### config.mk
export PLATFORM = sky130hd
export DESIGN_NAME = perf_counter_ctrl
export DESIGN_NICKNAME = d
export VERILOG_FILES = /design/src/rtl/perf_counter_pkg.sv /design/src/rtl/perf_counter_slice.sv /design/src/rtl/perf_counter_ctrl.sv
export SDC_FILE = /design/constraint.sdc
export NUM_CORES = 1
export LEC_CHECK = 0
export BUFFER_PORTS_ARGS = -buffer_cell sky130_fd_sc_hd__buf_4
export CORE_ASPECT_RATIO = 1.1
export CORE_MARGIN = 2
export CORE_UTILIZATION = 45
export CTS_CLUSTER_SIZE = 24
export DETAILED_ROUTE_END_ITERATION = 8
export GPL_TIMING_DRIVEN = 0
export PLACE_DENSITY = 0.7
export SKIP_CTS_REPAIR_TIMING = 1
export SLEW_MARGIN = 20
export SYNTH_ARGS = -nofsm -noshare
export SYNTH_HDL_FRONTEND = slang
export SYNTH_SLANG_ARGS = --single-unit
### constraint.sdc
create_clock -name clk_i -period 3.8 [get_ports clk_i]
set_clock_uncertainty 0.2 [all_clocks]
set_input_delay 0.19 -clock clk_i [delete_from_list [all_inputs] [get_ports clk_i]]
set_output_delay 0.19 -clock clk_i [all_outputs]
set_load 0.02 [all_outputs]
### src/rtl/perf_counter_pkg.sv
// perf_counter_pkg: register word offsets and CTRL bit positions for perf_counter_ctrl
package perf_counter_pkg;
    localparam int MaxCounters = 32;
    localparam logic [7:0] reg_ctrl      = 8'h00;
    localparam logic [7:0] reg_mask      = 8'h01;
    localparam logic [7:0] reg_ovf       = 8'h02;
    localparam logic [7:0] reg_ovf_ie    = 8'h03;
    localparam logic [7:0] reg_limit_lo  = 8'h04;
    localparam logic [7:0] reg_limit_hi  = 8'h05;
    localparam logic [7:0] reg_snap_base = 8'h40;
    typedef enum logic [1:0] {
        ctrl_en   = 2'd0,
        ctrl_snap = 2'd1,
        ctrl_clr  = 2'd2
    } ctrl_bit_e;
endpackage

### src/rtl/perf_counter_slice.sv
// perf_counter_slice: one event counter with snapshot register and wrap detect
module perf_counter_slice #(
    parameter int CounterWidth = 40
) (
    input  logic                    clk_i,
    input  logic                    rst_ni,
    input  logic                    inc,
    input  logic                    clr,
    input  logic                    snap,
    output logic [CounterWidth-1:0] count_nx,
    output logic [CounterWidth-1:0] snapshot,
    output logic                    wrap
);
    logic [CounterWidth-1:0] count;
    // clear wins over a same-cycle increment, so no wrap is reported then
    always_comb count_nx = clr ? '0 : count + CounterWidth'(inc);
    assign wrap = inc & ~clr & (&count);
    always_ff @(posedge clk_i or negedge rst_ni) begin
        if (!rst_ni) begin
            count    <= '0;
            snapshot <= '0;
        end else begin
            count    <= count_nx;
            snapshot <= snap ? count : snapshot;
        end
    end
endmodule

### src/rtl/perf_counter_ctrl.sv
// perf_counter_ctrl: bus-mapped bank of event counters with snapshot, overflow and limit stop
module perf_counter_ctrl
    import perf_counter_pkg::*;
#(
    parameter int NumCounters  = 8,
    parameter int CounterWidth = 40,
    parameter int LimitIdx     = 0
) (
    input  logic                   clk_i,
    input  logic                   rst_ni,
    input  logic                   req_i,
    input  logic                   we_i,
    input  logic [3:0]             be_i,
    input  logic [31:0]            addr_i,
    input  logic [31:0]            wdata_i,
    output logic                   rvalid_o,
    output logic [31:0]            rdata_o,
    input  logic [NumCounters-1:0] event_i,
    output logic                   limit_o,
    output logic                   irq_o
);
    logic [7:0] word;
    logic wr, snap, clr, lim_wr, hit, en;
    logic [NumCounters-1:0] mask, ovf, ovf_ie, inc, wrap, mask_nx, ovf_nx, ie_nx;
    logic [NumCounters-1:0][CounterWidth-1:0] count_nx, snapshot;
    logic [CounterWidth-1:0] limit, lim_nx;
    logic [31:0] rd_mux;
    assign word   = addr_i[9:2];
    assign wr     = req_i & we_i;
    assign snap   = wr & (word == reg_ctrl) & be_i[0] & wdata_i[ctrl_snap];
    assign clr    = wr & (word == reg_ctrl) & be_i[0] & wdata_i[ctrl_clr];
    assign lim_wr = wr & ((word == reg_limit_lo) | (word == reg_limit_hi));
    assign inc    = {NumCounters{en}} & mask & event_i;
    assign irq_o  = |(ovf & ovf_ie);
    assign hit    = (|limit) & inc[LimitIdx] & (count_nx[LimitIdx] == limit);
    for (genvar i = 0; i < NumCounters; i++) begin : g_slice
        perf_counter_slice #(.CounterWidth(CounterWidth)) u_slice (
            .clk_i(clk_i), .rst_ni(rst_ni), .inc(inc[i]), .clr(clr), .snap(snap),
            .count_nx(count_nx[i]), .snapshot(snapshot[i]), .wrap(wrap[i])
        );
    end
    always_comb begin
        mask_nx = mask;
        ie_nx   = ovf_ie;
        ovf_nx  = ovf | wrap;
        lim_nx  = limit;
        for (int i = 0; i < NumCounters; i++) begin
            if (wr && be_i[i/8]) begin
                mask_nx[i] = (word == reg_mask) ? wdata_i[i] : mask_nx[i];
                ie_nx[i]   = (word == reg_ovf_ie) ? wdata_i[i] : ie_nx[i];
                ovf_nx[i]  = (word == reg_ovf && wdata_i[i]) ? wrap[i] : ovf_nx[i];
            end
        end
        for (int j = 0; j < CounterWidth; j++)
            if (wr && be_i[(j%32)/8] && word == ((j < 32) ? reg_limit_lo : reg_limit_hi))
                lim_nx[j] = wdata_i[j%32];
    end
    always_comb begin
        rd_mux = '0;
        if (word == reg_ctrl)     rd_mux = {31'b0, en};
        if (word == reg_mask)     rd_mux = 32'(mask);
        if (word == reg_ovf)      rd_mux = 32'(ovf);
        if (word == reg_ovf_ie)   rd_mux = 32'(ovf_ie);
        if (word == reg_limit_lo) rd_mux = limit[31:0];
        if (word == reg_limit_hi) rd_mux = 32'(limit[CounterWidth-1:32]);
        for (int i = 0; i < NumCounters; i++) begin
            if (word == reg_snap_base + 8'(2*i))     rd_mux = snapshot[i][31:0];
            if (word == reg_snap_base + 8'(2*i + 1)) rd_mux = 32'(snapshot[i][CounterWidth-1:32]);
        end
    end
    always_ff @(posedge clk_i or negedge rst_ni) begin
        if (!rst_ni) begin
            en       <= 1'b0;
            mask     <= '0;
            ovf      <= '0;
            ovf_ie   <= '0;
            limit    <= '0;
            limit_o  <= 1'b0;
            rvalid_o <= 1'b0;
            rdata_o  <= '0;
        end else begin
            en       <= (wr && word == reg_ctrl && be_i[0]) ? wdata_i[ctrl_en] : en;
            mask     <= mask_nx;
            ovf      <= ovf_nx;
            ovf_ie   <= ie_nx;
            limit    <= lim_nx;
            limit_o  <= lim_wr ? 1'b0 : (limit_o | hit);
            rvalid_o <= req_i;
            rdata_o  <= (req_i && !we_i) ? rd_mux : '0;
        end
    end
endmodule
==> parameters.txt, run 1 <==
Parameter                              Value

Timing
  Worst relative slew slack ... 0.160
  Transition time of the tightest slew-check pin ... 1.26 ns
  Max-slew violation count ... 0
  Unrepaired setup endpoints after global routing ... true
  Final Hold Slack ... -0.0440 ns
  Period utilisation layout ... 0.978
  Maximum operating frequency ... 0.269 GHz
  Period minus WS final ... approximately 3.7 ns
  Final Hold Vio Count ... 14
  Final setup viols ... 0

Global route
  Maximum number of pins on one net before global-route repair ... 100
  Overall Global Routing Usage ... 0.288
  Number of antenna violations at the first check in global routing ... 3
  Number of global-route vias before repair ... approximately 28k
  Overflow left after global routing ... 0
  Global-route wire length before repair ... between 150,000 and 200,000 um

Detailed routing
  Violation count after the first detailed-route iteration ... 3,280
  Post-detailed-route count of antenna-violating nets ... 0
  Number of vias after detailed routing ... about 29k
  Remaining routing DRC violations ... 0
  Routed len/inst ... 22.9 um
  Drt first pass iters ... 7
  Average vias per placed instance ... ~5.8
  Total wire length ... 113,000 um

Power
  Maximum vdd drop ... 0.000343 V
  Sw Pwr ... 3.63 mW
  Internal power ... 13.0 mW
  Sequential share of power ... 0.475
  Relative contribution of combinational cells to total power ... 0.026
  Sum of internal, switching and leakage power ... roughly 17 mW
  Net Sw Frac ... 0.218
  Clock network fraction of total power ... 0.498
  Leakage power figure ... about 19 nW
  Ratio of total power to cell area ... 419 mW/mm^2

Cells and area
  Diodes inserted ... 0
  Area growth syn-to-layout ... 15.9%
  Number of standard cells in the layout, taps in and fillers out ... slightly below 5k
  Number of fillers in the final layout ... about 6.8k
  Final instance area ... approximately 0.040 mm^2
  Share of layout cells above drive strength 1 ... 0.0858
  Final Net Count ... 4,016

Floorplan
  Rows ... between 100 and 150
  Die Width ... ~270 um
  Total Die Area ... approximately 0.078 mm^2
  Effective utilization at floorplan ... 0.453
  CORE AREA ... between 0.07 and 0.08 mm^2
  Vertical die dimension ... 293 um
  I/O pin cnt ... about 120

Worst hold path
  Worst hold path depth ... 3
  Worst min-delay path class ... input pin to flip-flop
  Hold_sp ... be_i[1]
  Endpoint of the worst hold-timing path ... limit[11]$_DFFE_PN0P_

Synthesis
  Syn Std Cell Area ... 0.0342 mm^2
  Netlist cell types ... 68
  Number of enable flip-flop cells after synthesis ... 0
  Post-Synthesis Net Count ... about 3.8k
  Most common flop cell mapped by yosys ... sky130_fd_sc_hd__dfrtp_1
  Total of flip-flops plus latches after synthesis ... about 740
  Register area share after synthesis ... 0.541
  Warnings, synthesis ... 0
  Gate count after technology mapping ... 3,701
  Post-synthesis area per instance ... 9.24 um^2
  Share of flip-flops with an asynchronous set or reset ... 1.00

Worst setup path
  CP cell instances ... clkbuf_1 -> and4_1 -> clkbuf_1 -> nand2_1 -> or4_1 -> a21oi_1 -> xor2_1 -> nor3_1 -> nor4b_2 -> nand4bb_1 -> o21ai_1
  Capturing element type of the critical path ... flip-flop
  Crit-path leading delay family ... simple AND/OR/NAND/NOR gates
  Buffer and inverter count on the worst path ... 2
  Worst flop-to-flop path endpoint ... limit_o$_DFF_PN0_
  Data arrival time of the critical path ... 4.06 ns
  R2R depth ... 11
  Type of the worst setup path ... flip-flop to flip-flop
  Peak per-stage delay on the critical path ... between 0.4 and 0.5 ns
  Maximum fanout encountered on the critical timing path ... 9
  CP Launch Point ... g_slice[0].u_slice.count[17]$_DFF_PN0_
  Critical Path RT ... slightly above 4 ns
  Reg2Reg Launch Point ... g_slice[0].u_slice.count[17]$_DFF_PN0_
  Setup slack, reg-to-reg ... around 0.082 ns
  Worst path most repeated cell ... sky130_fd_sc_hd__clkbuf_1
  Cell at the slowest stage of the critical path ... sky130_fd_sc_hd__or4_1
  Startpoint class of the critical path ... flip-flop

Clock tree
  Clock tree from TritonCTS ... yes
  Clock sink total ... roughly 740
  CTS H-tree lvls ... 3
  Max Root-Sink Buffers ... 3
  Clock latency on the worst-skew pair ... ~0.64 ns
  Clock-pin slew on the worst setup and hold paths ... about 0.060 ns
  Number of buffers created by CTS ... 79
  Clock Root Buffer ... sky130_fd_sc_hd__clkbuf_16

Job
  Max-capacitance violation count ... 0

Place
  HPWL after detailed placement ... between 80,000 and 90,000 um
  Placement Cell Area ... 0.0364 mm^2
  Port Buffers ... a little under 90
  Count of placed standard cells including taps ... ~4.8k
  Routability congestion estimate from global placement ... between 0.9 and 1

Outcome
  Status ... complete, but fails checks
  Violated checks ... negative hold slack
[Yosys cell counts, types with 9 or more instances]
cell type / n / area (um^2)
sky130_fd_sc_hd__ha_1: 16 / 200
sky130_fd_sc_hd__and2_1: 30 / 188
sky130_fd_sc_hd__nand4_1: 79 / 494
sky130_fd_sc_hd__xor2_1: 182 / 1590
sky130_fd_sc_hd__a22o_1: 32 / 280
sky130_fd_sc_hd__or4_1: 11 / 82.6
sky130_fd_sc_hd__nand2b_1: 10 / 62.6
sky130_fd_sc_hd__or3_1: 50 / 313
sky130_fd_sc_hd__a221oi_1: 28 / 245
sky130_fd_sc_hd__nor4_1: 30 / 188
sky130_fd_sc_hd__buf_1: 9 / 33.8
sky130_fd_sc_hd__a211oi_1: 10 / 75.1
sky130_fd_sc_hd__nand2_1: 1111 / 4170
sky130_fd_sc_hd__xnor2_1: 91 / 797
sky130_fd_sc_hd__nor3_1: 51 / 255
sky130_fd_sc_hd__buf_2: 9 / 45.0
sky130_fd_sc_hd__dfrtp_1: 739 / 18500
sky130_fd_sc_hd__a222oi_1: 31 / 310
sky130_fd_sc_hd__a21oi_1: 85 / 425
sky130_fd_sc_hd__mux2_2: 65 / 732
sky130_fd_sc_hd__inv_1: 28 / 105
sky130_fd_sc_hd__a31oi_1: 34 / 213
sky130_fd_sc_hd__and4_1: 37 / 324
sky130_fd_sc_hd__clkbuf_1: 160 / 601
sky130_fd_sc_hd__nand3_1: 138 / 691
sky130_fd_sc_hd__o21ai_0: 90 / 450
sky130_fd_sc_hd__nor2b_1: 10 / 62.6
sky130_fd_sc_hd__a22oi_1: 35 / 263
sky130_fd_sc_hd__o22ai_1: 13 / 81.3
sky130_fd_sc_hd__o31ai_1: 14 / 105
sky130_fd_sc_hd__and3_1: 48 / 300
sky130_fd_sc_hd__nor2_1: 347 / 1300
[routing by layer]
metal  GRT usage  wire length, um  vias to the layer above
met5           0               29                        -
li1            -                -                    13030
met4       0.153             6310                        4
met3      0.0620            10200                      291
met1       0.388            46100                    14320
met2       0.438            50600                     1258
[power groups by stage]
stage | Clock (mW) | Combinational, mW | Sequential (mW)
final | 8.29 | 0.440 | 7.90
after global placement | 0 | 0.364 | 8.05
after detailed placement | 0 | 0.403 | 8.04
after global routing | 8.67 | 0.484 | 7.90
after CTS | 8.35 | 0.404 | 7.90
after floorplan | 0 | 0.101 | 8.04
[worst reg2reg max path: cells and delay by family (launching register included)]
kind / cells / cell delay (ns)
AOI/OAI and AO/OA: 2 / 0.37
and+or+nand+nor: 6 / 1.85
xor gates and xnor gates: 1 / 0.10
buffers and inverters: 2 / 0.78
DFF: 1 / 0.32
[cells by family (layout without fill, tap and decap cells)]
family                   Yosys count  after routing  share of synthesized area
multiplexers                      73             73                     0.0248
adder cells (fa/ha/maj)           16             16                    0.00585
XOR/XNOR                         273            273                     0.0699
buffers and inverters            208            491                     0.0234
AND/OR/NAND/NOR                 1977           1977                      0.253
flip-flops                       739            739                      0.541
AO/OA/AOI/OAI                    415            415                     0.0823
[stage by stage]
step                setup slack, ns  setup TNS, ns  hold WS, ns   util
global placement              -6.07       -4621.22        0.174  0.477
finish                       0.0821              0      -0.0440  0.524
global route                -0.0684        -0.0684     -0.00137  0.524
detailed placement           -0.983        -191.43      -0.0599  0.481
floorplan                     0.473              0       -0.306      -
CTS                          -0.836         -15.36       -0.740  0.518
[registers in the layout, summed over array words and instances, names as in the netlist]
signal	flops
g_slice.u_slice.snapshot	320
rvalid_o	1
ovf_ie	8
g_slice.u_slice.count	320
limit	40
limit_o	1
ovf	8
rdata_o	32
mask	8
en	1
[worst max-delay path by stage]
stage / to / slack [ns] / cells after the start
floorplan: limit_o$_DFF_PN0_ / 0.47 / 15
global placement: g_slice[5].u_slice.count[20]$_DFF_PN0_ / -6.07 / 1
detailed placement: g_slice[2].u_slice.count[34]$_DFF_PN0_ / -0.98 / 9
CTS: limit_o$_DFF_PN0_ / -0.84 / 15
global route: limit_o$_DFF_PN0_ / -0.07 / 11
finish: limit_o$_DFF_PN0_ / 0.08 / 11
[area by class of cell]
type	count	area, um^2	share of cell area
flip-flops and latches	739	18500	0.466
multi-input cells	2754	15000	0.378
clock buffers	114	2340	0.0591
repair buffers	139	1350	0.0340
well taps	972	1220	0.0307
plain buffers	178	699	0.0176
clock inverters	31	444	0.0112
inverters	29	109	0.00275
[layout by cell type (no fill, tap or decap), drive strengths merged, types with 81 or more instances in the layout]
cell type / netlist / routed
nand2: 1111 / 1111
dfrtp: 739 / 739
nor2: 348 / 348
clkbuf: 160 / 272
xor2: 182 / 182
nand3: 138 / 138
buf: 19 / 119
xnor2: 91 / 91
o21ai: 91 / 91
a21oi: 85 / 85
nand4: 81 / 81
Power figures use the tool's default switching activity.
==> inputs of run 2 (changes only) <==
--- a/config.mk
+++ b/config.mk
@@ -6,15 +6,16 @@
 export NUM_CORES = 1
 export LEC_CHECK = 0
 export BUFFER_PORTS_ARGS = -buffer_cell sky130_fd_sc_hd__buf_4
-export CORE_ASPECT_RATIO = 1.1
+export CELL_PAD_IN_SITES_DETAIL_PLACEMENT = 1
+export CELL_PAD_IN_SITES_GLOBAL_PLACEMENT = 1
+export CORE_ASPECT_RATIO = 0.9
 export CORE_MARGIN = 2
 export CORE_UTILIZATION = 45
 export CTS_CLUSTER_SIZE = 24
 export DETAILED_ROUTE_END_ITERATION = 8
 export GPL_TIMING_DRIVEN = 0
-export PLACE_DENSITY = 0.7
+export PLACE_DENSITY = 0.84
 export SKIP_CTS_REPAIR_TIMING = 1
-export SLEW_MARGIN = 20
 export SYNTH_ARGS = -nofsm -noshare
 export SYNTH_HDL_FRONTEND = slang
 export SYNTH_SLANG_ARGS = --single-unit
==> run 2 against run 1 <==
Effect of this change: worst setup slack got worse by 0.16 ns; highest routed layer is now met4; sequential power barely moved; the run ends with negative hold slack, negative setup slack left; wire length rose by 13%; fmax fell by 4.1%.
==> parameters.txt, run 2 (same netlist as run 1, synthesis figures left out) <==
Parameter                              Value

Outcome
  Status ... complete, but fails checks (unchanged)
  Violated checks ... negative hold slack, negative setup slack (was negative hold slack)

Global route
  Number of global-route vias before repair ... 30.2k (was 27.6k)
  Number of antenna violations at the first check in global routing ... 1 (was 3)
  Overflow left after global routing ... 0 (unchanged)
  Global-route wire length before repair ... 189,000 um (was 170,000 um)
  Maximum number of pins on one net before global-route repair ... 121 (was 100)
  Overall Global Routing Usage ... 0.321 (was 0.288)

Worst setup path
  Critical Path RT ... 4.08 ns (was 4.14 ns)
  Setup slack, reg-to-reg ... -0.02 ns (was 0.08 ns)
  Type of the worst setup path ... input pin to flip-flop (was flip-flop to flip-flop)
  Capturing element type of the critical path ... flip-flop (unchanged)
  CP Launch Point ... addr_i[7] (was g_slice[0].u_slice.count[17]$_DFF_PN0_)
  Maximum fanout encountered on the critical timing path ... 10 (was 9)
  Startpoint class of the critical path ... input pin (was flip-flop)
  Cell at the slowest stage of the critical path ... sky130_fd_sc_hd__clkbuf_1 (was sky130_fd_sc_hd__or4_1)
  Peak per-stage delay on the critical path ... 0.70 ns (was 0.45 ns)
  CP cell instances ... buf_4 -> nor4_2 -> and4_1 -> clkbuf_1 -> buf_2 -> buf_2 -> clkbuf_2 -> clkbuf_1 -> nor2_1 (was clkbuf_1 -> and4_1 -> clkbuf_1 -> nand2_1 -> or4_1 -> a21oi_1 -> xor2_1 -> nor3_1 -> nor4b_2 -> nand4bb_1 -> o21ai_1)
  Reg2Reg Launch Point ... en$_DFFE_PN0P_ (was g_slice[0].u_slice.count[17]$_DFF_PN0_)
  Data arrival time of the critical path ... 4.16 ns (was 4.06 ns)

Detailed routing
  Average vias per placed instance ... 6.02 (was 5.83)
  Violation count after the first detailed-route iteration ... 3,540 (was 3,280)
  Post-detailed-route count of antenna-violating nets ... 0 (unchanged)
  Drt first pass iters ... 6 (was 7)
  Total wire length ... 128,000 um (was 113,000 um)
  Remaining routing DRC violations ... 0 (unchanged)
  Routed len/inst ... 25.7 um (was 22.9 um)
  Number of vias after detailed routing ... 30.1k (was 28.9k)

Timing
  Final Hold Slack ... -0.00662 ns (was -0.0440 ns)
  Unrepaired setup endpoints after global routing ... true (unchanged)
  Transition time of the tightest slew-check pin ... 1.38 ns (was 1.26 ns)
  Total negative slack for setup checks ... -0.588 ns (was 0 ns)
  Period minus WS final ... 3.88 ns (was 3.72 ns)
  Final Hold Vio Count ... 1 (was 14)
  Period utilisation layout ... 1.02 (was 0.978)
  Final worst setup slack ... -0.0779 ns (was 0.0821 ns)
  Final setup viols ... 11 (was 0)
  Worst relative slew slack ... 0.0789 (was 0.160)
  Max-slew violation count ... 0 (unchanged)
  Maximum operating frequency ... 0.258 GHz (was 0.269 GHz)

Cells and area
  Area growth syn-to-layout ... 15.1% (was 15.9%)
  Final instance area ... 0.0394 mm^2 (was 0.0396 mm^2)
  Number of fillers in the final layout ... 8,609 (was 6,809)
  Final Net Count ... 4,015 (was 4,016)
  Final core utilization ... 0.525 (was 0.524)
  Most common cell after layout, fill and taps aside ... sky130_fd_sc_hd__nand2_1 (unchanged)
  Commonest cells after routing, fill and taps aside ... 1,111 x sky130_fd_sc_hd__nand2_1, 738 x sky130_fd_sc_hd__dfrtp_1, 345 x sky130_fd_sc_hd__nor2_1 (was 1,111 x sky130_fd_sc_hd__nand2_1, 738 x sky130_fd_sc_hd__dfrtp_1, 347 x sky130_fd_sc_hd__nor2_1)
  Number of standard cells in the layout, taps in and fillers out ... 4,995 (was 4,956)
  Largest registers ... g_slice.u_slice.count: 320 flops, g_slice.u_slice.snapshot: 320 flops, limit: 40 flops (unchanged)
  Share of layout cells above drive strength 1 ... 0.0845 (was 0.0858)

Power
  Maximum vdd drop ... 0.000288 V (was 0.000343 V)
  Sum of internal, switching and leakage power ... 16.0 mW (was 16.6 mW)
  Ratio of total power to cell area ... 406 mW/mm^2 (was 419 mW/mm^2)
  Leakage power figure ... 19.1 nW (was 19.2 nW)

Clock tree
  Clock tree from TritonCTS ... yes (unchanged)
  Clock latency on the worst-skew pair ... 0.65 ns (was 0.64 ns)
  Clock-pin slew on the worst setup and hold paths ... 0.06 ns (about the same)
  CTS H-tree lvls ... 3 (unchanged)
  Max Root-Sink Buffers ... 3 (unchanged)
  Number of buffers created by CTS ... 79 (unchanged)
  Clock Root Buffer ... sky130_fd_sc_hd__clkbuf_16 (unchanged)
  Clock sink total ... 739 (unchanged)

Job
  Max-capacitance violation count ... 0 (unchanged)

Floorplan
  CORE AREA ... 0.0750 mm^2 (was 0.0756 mm^2)
  Total Die Area ... 0.0782 mm^2 (about the same)
  I/O pin cnt ... 115 (unchanged)
  Vertical die dimension ... 266 um (was 293 um)
  Die Width ... 295 um (was 267 um)
  Effective utilization at floorplan ... 0.456 (was 0.453)
  Rows ... 95 (was 106)

Worst hold path
  Worst min-delay path class ... input pin to flip-flop (unchanged)
  Hold_sp ... event_i[6] (was be_i[1])

Place
  HPWL after detailed placement ... 93,100 um (was 83,700 um)
  Placement Cell Area ... 0.0363 mm^2 (was 0.0364 mm^2)
  Count of placed standard cells including taps ... 4,813 (was 4,771)
  Routability congestion estimate from global placement ... 1.03 (was 0.979)
  Port Buffers ... 88 (unchanged)
  Setup slack after placement ... -1.21 ns (was -0.983 ns)
[run 2: routing by layer]
metal  global-route usage  share of wire  vias up  routed length [um]
met5                    0              0        -                   0
met4                0.122          0.042        0                5430
met3               0.0640          0.093      256               12000
met2                0.472           0.43     1337               55900
met1                0.469           0.43    15448               55200
li1                     -              -    13020                   -
[run 2: final timing paths]
path / depth (start not counted) / to
min in group asynchronous: 3 / g_slice[1].u_slice.count[23]$_DFF_PN0_
max in group asynchronous: 6 / g_slice[7].u_slice.count[18]$_DFF_PN0_
worst min register to register: 2 / g_slice[7].u_slice.snapshot[1]$_DFFE_PN0P_
worst max register to register: 14 / limit_o$_DFF_PN0_
worst min-delay path: 4 / g_slice[6].u_slice.count[0]$_DFF_PN0_
worst max-delay path: 9 / g_slice[0].u_slice.count[15]$_DFF_PN0_
[run 2: layout make-up]
type | instances | area (um^2) | share of cell area
sequential | 739 | 18500 | 0.470
multi-input combinational | 2754 | 15000 | 0.382
clock buffer | 116 | 2320 | 0.0589
timing repair buffer | 138 | 1280 | 0.0326
tap | 1018 | 1270 | 0.0324
buffer | 178 | 698 | 0.0177
clock inverter | 22 | 166 | 0.00423
inverter | 29 | 109 | 0.00277
antenna | 1 | 2.50 | 0.0000636
[run 2: power by group]
| part | internal (mW) | switching [mW] |
|---|---|---|
| Clock | 4.29 | 3.34 |
| Sequential | 7.88 | 0.0224 |
| Combinational | 0.133 | 0.304 |
[run 2: worst max-delay path, delay by kind of cell]
kind / cells / cell delay [ns]
buffers and inverters: 6 / 2.80
AND/OR/NAND/NOR: 3 / 1.10
